<file path="src/rtl/jtag_ir_pkg.sv">
// JTAG instruction register: shared instruction types, opcodes
// and SELECT_BSR validity helper.
package jtag_ir_pkg;

   typedef enum logic [2:0] {
      BYPASS,
      EXTEST,
      INTEST,
      SAMPLE,
      IDCODE,
      SELECT_BSR,
      BAD
   } instr_type_e;

   function automatic logic [31:0] op_bypass(int w);
      return ~(32'hFFFF_FFFF << w);
   endfunction

   function automatic logic [31:0] op_extest(int w);
      return 32'd0 & op_bypass(w);
   endfunction

   function automatic logic [31:0] op_intest(int w);
      return 32'd1 & op_bypass(w);
   endfunction

   function automatic logic [31:0] op_sample(int w);
      return 32'd2 & op_bypass(w);
   endfunction

   function automatic logic [31:0] op_idcode(int w);
      return 32'd4 & op_bypass(w);
   endfunction

   // MSB clear, low bits 11, chain field in range
   function automatic logic is_select_bsr(logic [31:0] code,
                                          int num_chains,
                                          int w);
      logic [31:0] chain;
      logic [31:0] msb;
      chain = (code >> 2) & op_bypass(w - 3);
      msb   = (code >> (w - 1)) & 32'd1;
      return (code[1:0] == 2'b11) && (msb == 32'd0) &&
             (chain < 32'(num_chains));
   endfunction

endpackage

</file>
<file path="src/rtl/jtag_ir_decoder.sv">
// Combinational instruction decode: code -> type and chain field.
// BAD covers out-of-range chains and unsupported IDCODE.
module jtag_ir_decoder
   import jtag_ir_pkg::*;
#(
   parameter int INSTR_W    = 5,
   parameter int NUM_CHAINS = 3,
   parameter int HAS_IDCODE = 1,
   parameter int SEL_W      = INSTR_W - 3
) (
   input  logic [INSTR_W-1:0] code,
   output instr_type_e        itype,
   output logic [SEL_W-1:0]   chain
);

   localparam logic [INSTR_W-1:0] OP_BYP = INSTR_W'(op_bypass(INSTR_W));
   localparam logic [INSTR_W-1:0] OP_EXT = INSTR_W'(op_extest(INSTR_W));
   localparam logic [INSTR_W-1:0] OP_INT = INSTR_W'(op_intest(INSTR_W));
   localparam logic [INSTR_W-1:0] OP_SMP = INSTR_W'(op_sample(INSTR_W));
   localparam logic [INSTR_W-1:0] OP_IDC = INSTR_W'(op_idcode(INSTR_W));

   logic bsr_ok;

   assign chain  = code[INSTR_W-2:2];
   assign bsr_ok = is_select_bsr(32'(code), NUM_CHAINS, INSTR_W);

   always_comb begin
      itype = BAD;
      unique case (1'b1)
         code == OP_BYP: itype = BYPASS;
         code == OP_EXT: itype = EXTEST;
         code == OP_INT: itype = INTEST;
         code == OP_SMP: itype = SAMPLE;
         code == OP_IDC: itype = (HAS_IDCODE != 0) ? IDCODE : BAD;
         bsr_ok:         itype = SELECT_BSR;
         default:        itype = BAD;
      endcase
   end

endmodule

</file>
<file path="src/rtl/jtag_ir.sv">
// JTAG instruction register: capture/shift/update stage, active
// instruction, retained chain select and sticky bad flag.
module jtag_ir
   import jtag_ir_pkg::*;
#(
   parameter int INSTR_W    = 5,
   parameter int NUM_CHAINS = 3,
   parameter int SEL_W      = INSTR_W - 3,
   parameter int HAS_IDCODE = 1
) (
   input  logic               clk,
   input  logic               reset,
   input  logic               test_logic_reset,
   input  logic               capture_ir,
   input  logic               shift_ir,
   input  logic               update_ir,
   input  logic               tdi,
   output logic               ir_tdo,
   output logic [INSTR_W-1:0] active_ir,
   output logic [SEL_W-1:0]   mux_sel,
   output logic               bypass_sel,
   output logic               idcode_sel,
   output logic               sample_preload,
   output logic               extest,
   output logic               intest,
   output logic               ex_in_test,
   output logic               bad_instr
);

   localparam logic [INSTR_W-1:0] RST_IR = (HAS_IDCODE != 0) ?
      INSTR_W'(op_idcode(INSTR_W)) : INSTR_W'(op_bypass(INSTR_W));

   logic [INSTR_W-1:0] shift_reg;
   logic [INSTR_W-1:0] cap_val;
   logic [SEL_W-1:0]   hold_sel;
   instr_type_e        act_type;
   instr_type_e        sr_type;
   logic [SEL_W-1:0]   act_chain;
   logic [SEL_W-1:0]   sr_chain;

   jtag_ir_decoder #(
      .INSTR_W    (INSTR_W),
      .NUM_CHAINS (NUM_CHAINS),
      .HAS_IDCODE (HAS_IDCODE),
      .SEL_W      (SEL_W)
   ) u_dec_act (
      .code  (active_ir),
      .itype (act_type),
      .chain (act_chain)
   );

   jtag_ir_decoder #(
      .INSTR_W    (INSTR_W),
      .NUM_CHAINS (NUM_CHAINS),
      .HAS_IDCODE (HAS_IDCODE),
      .SEL_W      (SEL_W)
   ) u_dec_sr (
      .code  (shift_reg),
      .itype (sr_type),
      .chain (sr_chain)
   );

   // Capture pattern: ...0 bad 0 1
   always_comb begin
      cap_val    = '0;
      cap_val[0] = 1'b1;
      cap_val[2] = bad_instr;
   end

   always_ff @(posedge clk) begin
      if (reset) begin
         active_ir <= RST_IR;
         shift_reg <= INSTR_W'(1);
         hold_sel  <= '0;
         bad_instr <= 1'b0;
      end else if (test_logic_reset) begin
         active_ir <= RST_IR;
         shift_reg <= INSTR_W'(1);
         hold_sel  <= '0;
      end else if (update_ir) begin
         active_ir <= shift_reg;
         if (sr_type == SELECT_BSR) hold_sel <= sr_chain;
         if (sr_type == BAD) bad_instr <= 1'b1;
      end else if (capture_ir) begin
         shift_reg <= cap_val;
      end else if (shift_ir) begin
         shift_reg <= {tdi, shift_reg[INSTR_W-1:1]};
      end
   end

   assign ir_tdo         = shift_reg[0];
   assign mux_sel        = (act_type == SELECT_BSR) ? act_chain : hold_sel;
   assign bypass_sel     = (act_type == BYPASS) || (act_type == BAD);
   assign idcode_sel     = (act_type == IDCODE);
   assign sample_preload = (act_type == SAMPLE);
   assign extest         = (act_type == EXTEST);
   assign intest         = (act_type == INTEST);
   assign ex_in_test     = extest | intest;

endmodule

</file>
<file path="config.mk">
export PLATFORM = sky130hd
export DESIGN_NAME = jtag_ir
export DESIGN_NICKNAME = d
export VERILOG_FILES = /design/src/rtl/jtag_ir_pkg.sv /design/src/rtl/jtag_ir_decoder.sv /design/src/rtl/jtag_ir.sv
export SDC_FILE = /design/constraint.sdc
export NUM_CORES = 1
export LEC_CHECK = 0
export CAP_MARGIN = 20
export CORE_ASPECT_RATIO = 0.9
export CORE_UTILIZATION = 44
export CTS_BUF_LIST = sky130_fd_sc_hd__clkbuf_8
export CTS_CLUSTER_DIAMETER = 60
export DETAILED_ROUTE_END_ITERATION = 12
export PLACE_DENSITY = 0.81
export SYNTH_ARGS = -nofsm -noshare
export SYNTH_HDL_FRONTEND = slang
export SYNTH_SLANG_ARGS = --single-unit
</file>
<file path="constraint.sdc">
create_clock -name clk -period 1.9 [get_ports clk]
set_clock_uncertainty 0.2 [all_clocks]
set_input_delay 0.285 -clock clk [delete_from_list [all_inputs] [get_ports clk]]
set_output_delay 0.285 -clock clk [all_outputs]
set_load 0.1 [all_outputs]
</file>
==> out/qor.txt <==
layout cells sized above 1 -> 45.2%
multiplexer share of the synthesized area -> 7.35%
final setup vio count -> 2
clock latency on the worst-skew pair -> 0.24 ns
largest family of logic cells by synthesized area -> simple AND/OR/NAND/NOR gates
worst min-delay path startpoint -> hold_sel[0]$_SDFFE_PP0P_
Starting Density -> 47.0%
top cell type's share of synthesized area -> 38.2%
CP startpoint -> active_ir[3]$_SDFFE_PP0P_
crit path launch type -> flop
Synth Cell Area -> 681 um2
violated checks -> DRC, setup timing
maximum vdd drop -> 765 uV
post-synthesis sequential area ratio -> 38.2%
synthesized-area fraction occupied by adder cells -> 0%
fin worst setup slack -> -0.0274 ns
Final Hold Fails -> 0
Max Freq -> 519 MHz
Ports -> 22
asr flop ratio synth -> 0%
critical path class -> reg2out
GRT overflow -> 0
die area -> 1710 um2
reg2reg setup slack -> 0.48 ns
Detailed Route WL -> 1770 um
Synth area leader -> dfxtp_1
Max-Cap Viols -> 0
Tot GR Track Use -> 23.3%
Post-route DRC -> 4
placed cells -> 112
CP arrival -> 1.44 ns
drt pass-1 iters -> 8
CORE AREA -> 1450 um2
CTS Hold Buffers Added -> 0
ranking of synthesized cells by area -> dfxtp_1 (38%), mux2i_1 (7.4%), nor2_1 (6.6%)
P_leak -> 0.479 nW
Mapped Avg Cell Area -> 8.96 um2
Top FF cell, synth -> dfxtp_1
#FFs+latches synth -> 13
minimum clock period -> 1.93 ns
Layout Area Growth over Synthesis -> 78.7%
vias per cell -> 5.70
first-pass GRT wire length -> 2800 um
Fillers -> 82
initial antenna violation count -> 0
Rel. slew slack -> 77.6%
crit end category -> output pin
Synth Warn # -> 0
Post-Synth XOR/XNOR Area -> 0%
DP HPWL -> 1270 um
Pwr per Cell Area -> 570 nW/um2
Worst Tran Pin Value -> 0.335 ns
n_diodes -> 0
clock buffer depth -> 2
port bufs -> 21
WHS -> 0.277 ns
post-layout util -> 84.0%
clock sink count -> 13
Syn Nets -> 83
Post-Syn Instances -> 76
CTS tree -> yes
filler-free cell count of the finished design -> 119
Chip Width -> 43.5 um
crit path cell chain -> or3_4 -> nor2_4 -> and2_4 -> buf_12
final worst path period share -> 101%
H-tree levels -> 1
cts bufs inserted -> 3
CP max stage delay -> 0.42 ns
maximum number of pins on one net before global-route repair -> 10
Post-synth EDFFs -> 0
min-delay worst type -> reg2reg
vias in the first global route -> 591
synth unique cells -> 29
worst endpoint required time -> 1.41 ns
unrepaired setup endpoints after global routing -> true
RR Startpoint -> shift_reg[0]$_SDFFE_PP1P_
Final ANT Viol Nets -> 0
die span in y -> 39.3 um
Fin Setup TNS -> -0.0504 ns
status -> finished, violations left
fin. max-slew vios -> 0
GPL Wtd Cong -> 0.778
maximum fanout along the worst path -> 3
via count -> 678
Root Buffer -> clkbuf_8
simple-gate portion of the synthesized area -> 29.0%
Rows -> 13
complex-gate fraction of the synthesized area -> 23.2%
clock-pin slew on the worst setup and hold paths -> 0.05 ns
final net count -> 112
critical path's slowest cell -> or3_4
average wire per standard cell -> 14.8 um
DR iter-0 viols -> 16
-- per-stage QoR --
step	instance area [um2]	power [mW]	setup slack [ns]
floorplan	757	0.389	-0.464
global placement	1140	0.450	0.169
detailed placement	1140	0.453	0.0918
CTS	1210	0.692	-0.0394
global route	1220	0.710	-0.0709
finish	1220	0.693	-0.0274
-- power by group --
part | switching (mW) | internal, mW
logic | 0.0991 | 0.0706
registers | 0.00910 | 0.272
clock network | 0.0998 | 0.143
-- area by class of cell --
| cell class | instances | area (um2) | share of cell area (%) |
|---|---|---|---|
| multi-input cells | 60 | 472 | 38.8 |
| repair buffers | 26 | 398 | 32.7 |
| flip-flops and latches | 13 | 279 | 22.9 |
| clock buffers | 3 | 41.3 | 3.40 |
| well taps | 15 | 18.8 | 1.54 |
| clock inverters | 1 | 3.75 | 0.309 |
| inverters | 1 | 3.75 | 0.309 |
-- cells in the mapped netlist (3+ instances only) --
master   instances
nor2_1          12
o21ba_2          3
dfxtp_1         13
mux2i_1          5
a22oi_1          3
a21oi_1          5
nor3_1           4
nand2_1          3
-- layout by cell type, fill, tap and decap left out, types with 2 or more instances in the layout --
cell type        instances
nand4b_1                 2
dfxtp_4                  5
clkbuf_8                 3
mux2i_1                  5
o31ai_1                  2
inv_1                    2
buf_12                  15
nand2_1                  3
nand2b_1                 2
nor2_1                  10
a21oi_1                  4
o21ba_2                  3
dfxtp_1                  8
and2_4                   3
buf_4                    5
clkdlybuf4s50_1          6
nor3_1                   3
a22oi_1                  3
-- worst max-delay path, delay by kind of cell, from the launching register on --
kind                   cells  cell delay (ns)
buffers and inverters      1             0.16
flip-flops                 1             0.34
AND/OR/NAND/NOR            3             0.69
-- final timing paths --
| check | to | cells after the start |
|---|---|---|
| hold / removal | hold_sel[0]$_SDFFE_PP0P_ | 2 |
| setup reg to reg | bad_instr$_SDFFE_PP0P_ | 3 |
| hold reg to reg | hold_sel[0]$_SDFFE_PP0P_ | 2 |
| setup / recovery | intest | 4 |
-- cells by family after synthesis --
group | count (synthesis)
AO/OA/AOI/OAI | 20
buffers and inverters | 3
AND/OR/NAND/NOR | 35
flip-flops | 13
multiplexers | 5
-- per-layer routing --
metal / global-route usage [%] / part of all wire [%] / vias to the layer above
met5: 0 / 0 / -
met4: 9.38 / 1.1 / 0
met3: 4.15 / 3.3 / 4
met2: 42.0 / 53 / 20
met1: 27.7 / 43 / 318
li1: - / - / 336
-- timing repair --
action	4_1_cts	5_1_grt
buffers inserted	3	0
endpoints found under the hold margin	0	0
setup endpoints to repair	4	4
pin swaps	4	2
gates resized for setup	1	1
(Power assumes the default switching activity.)
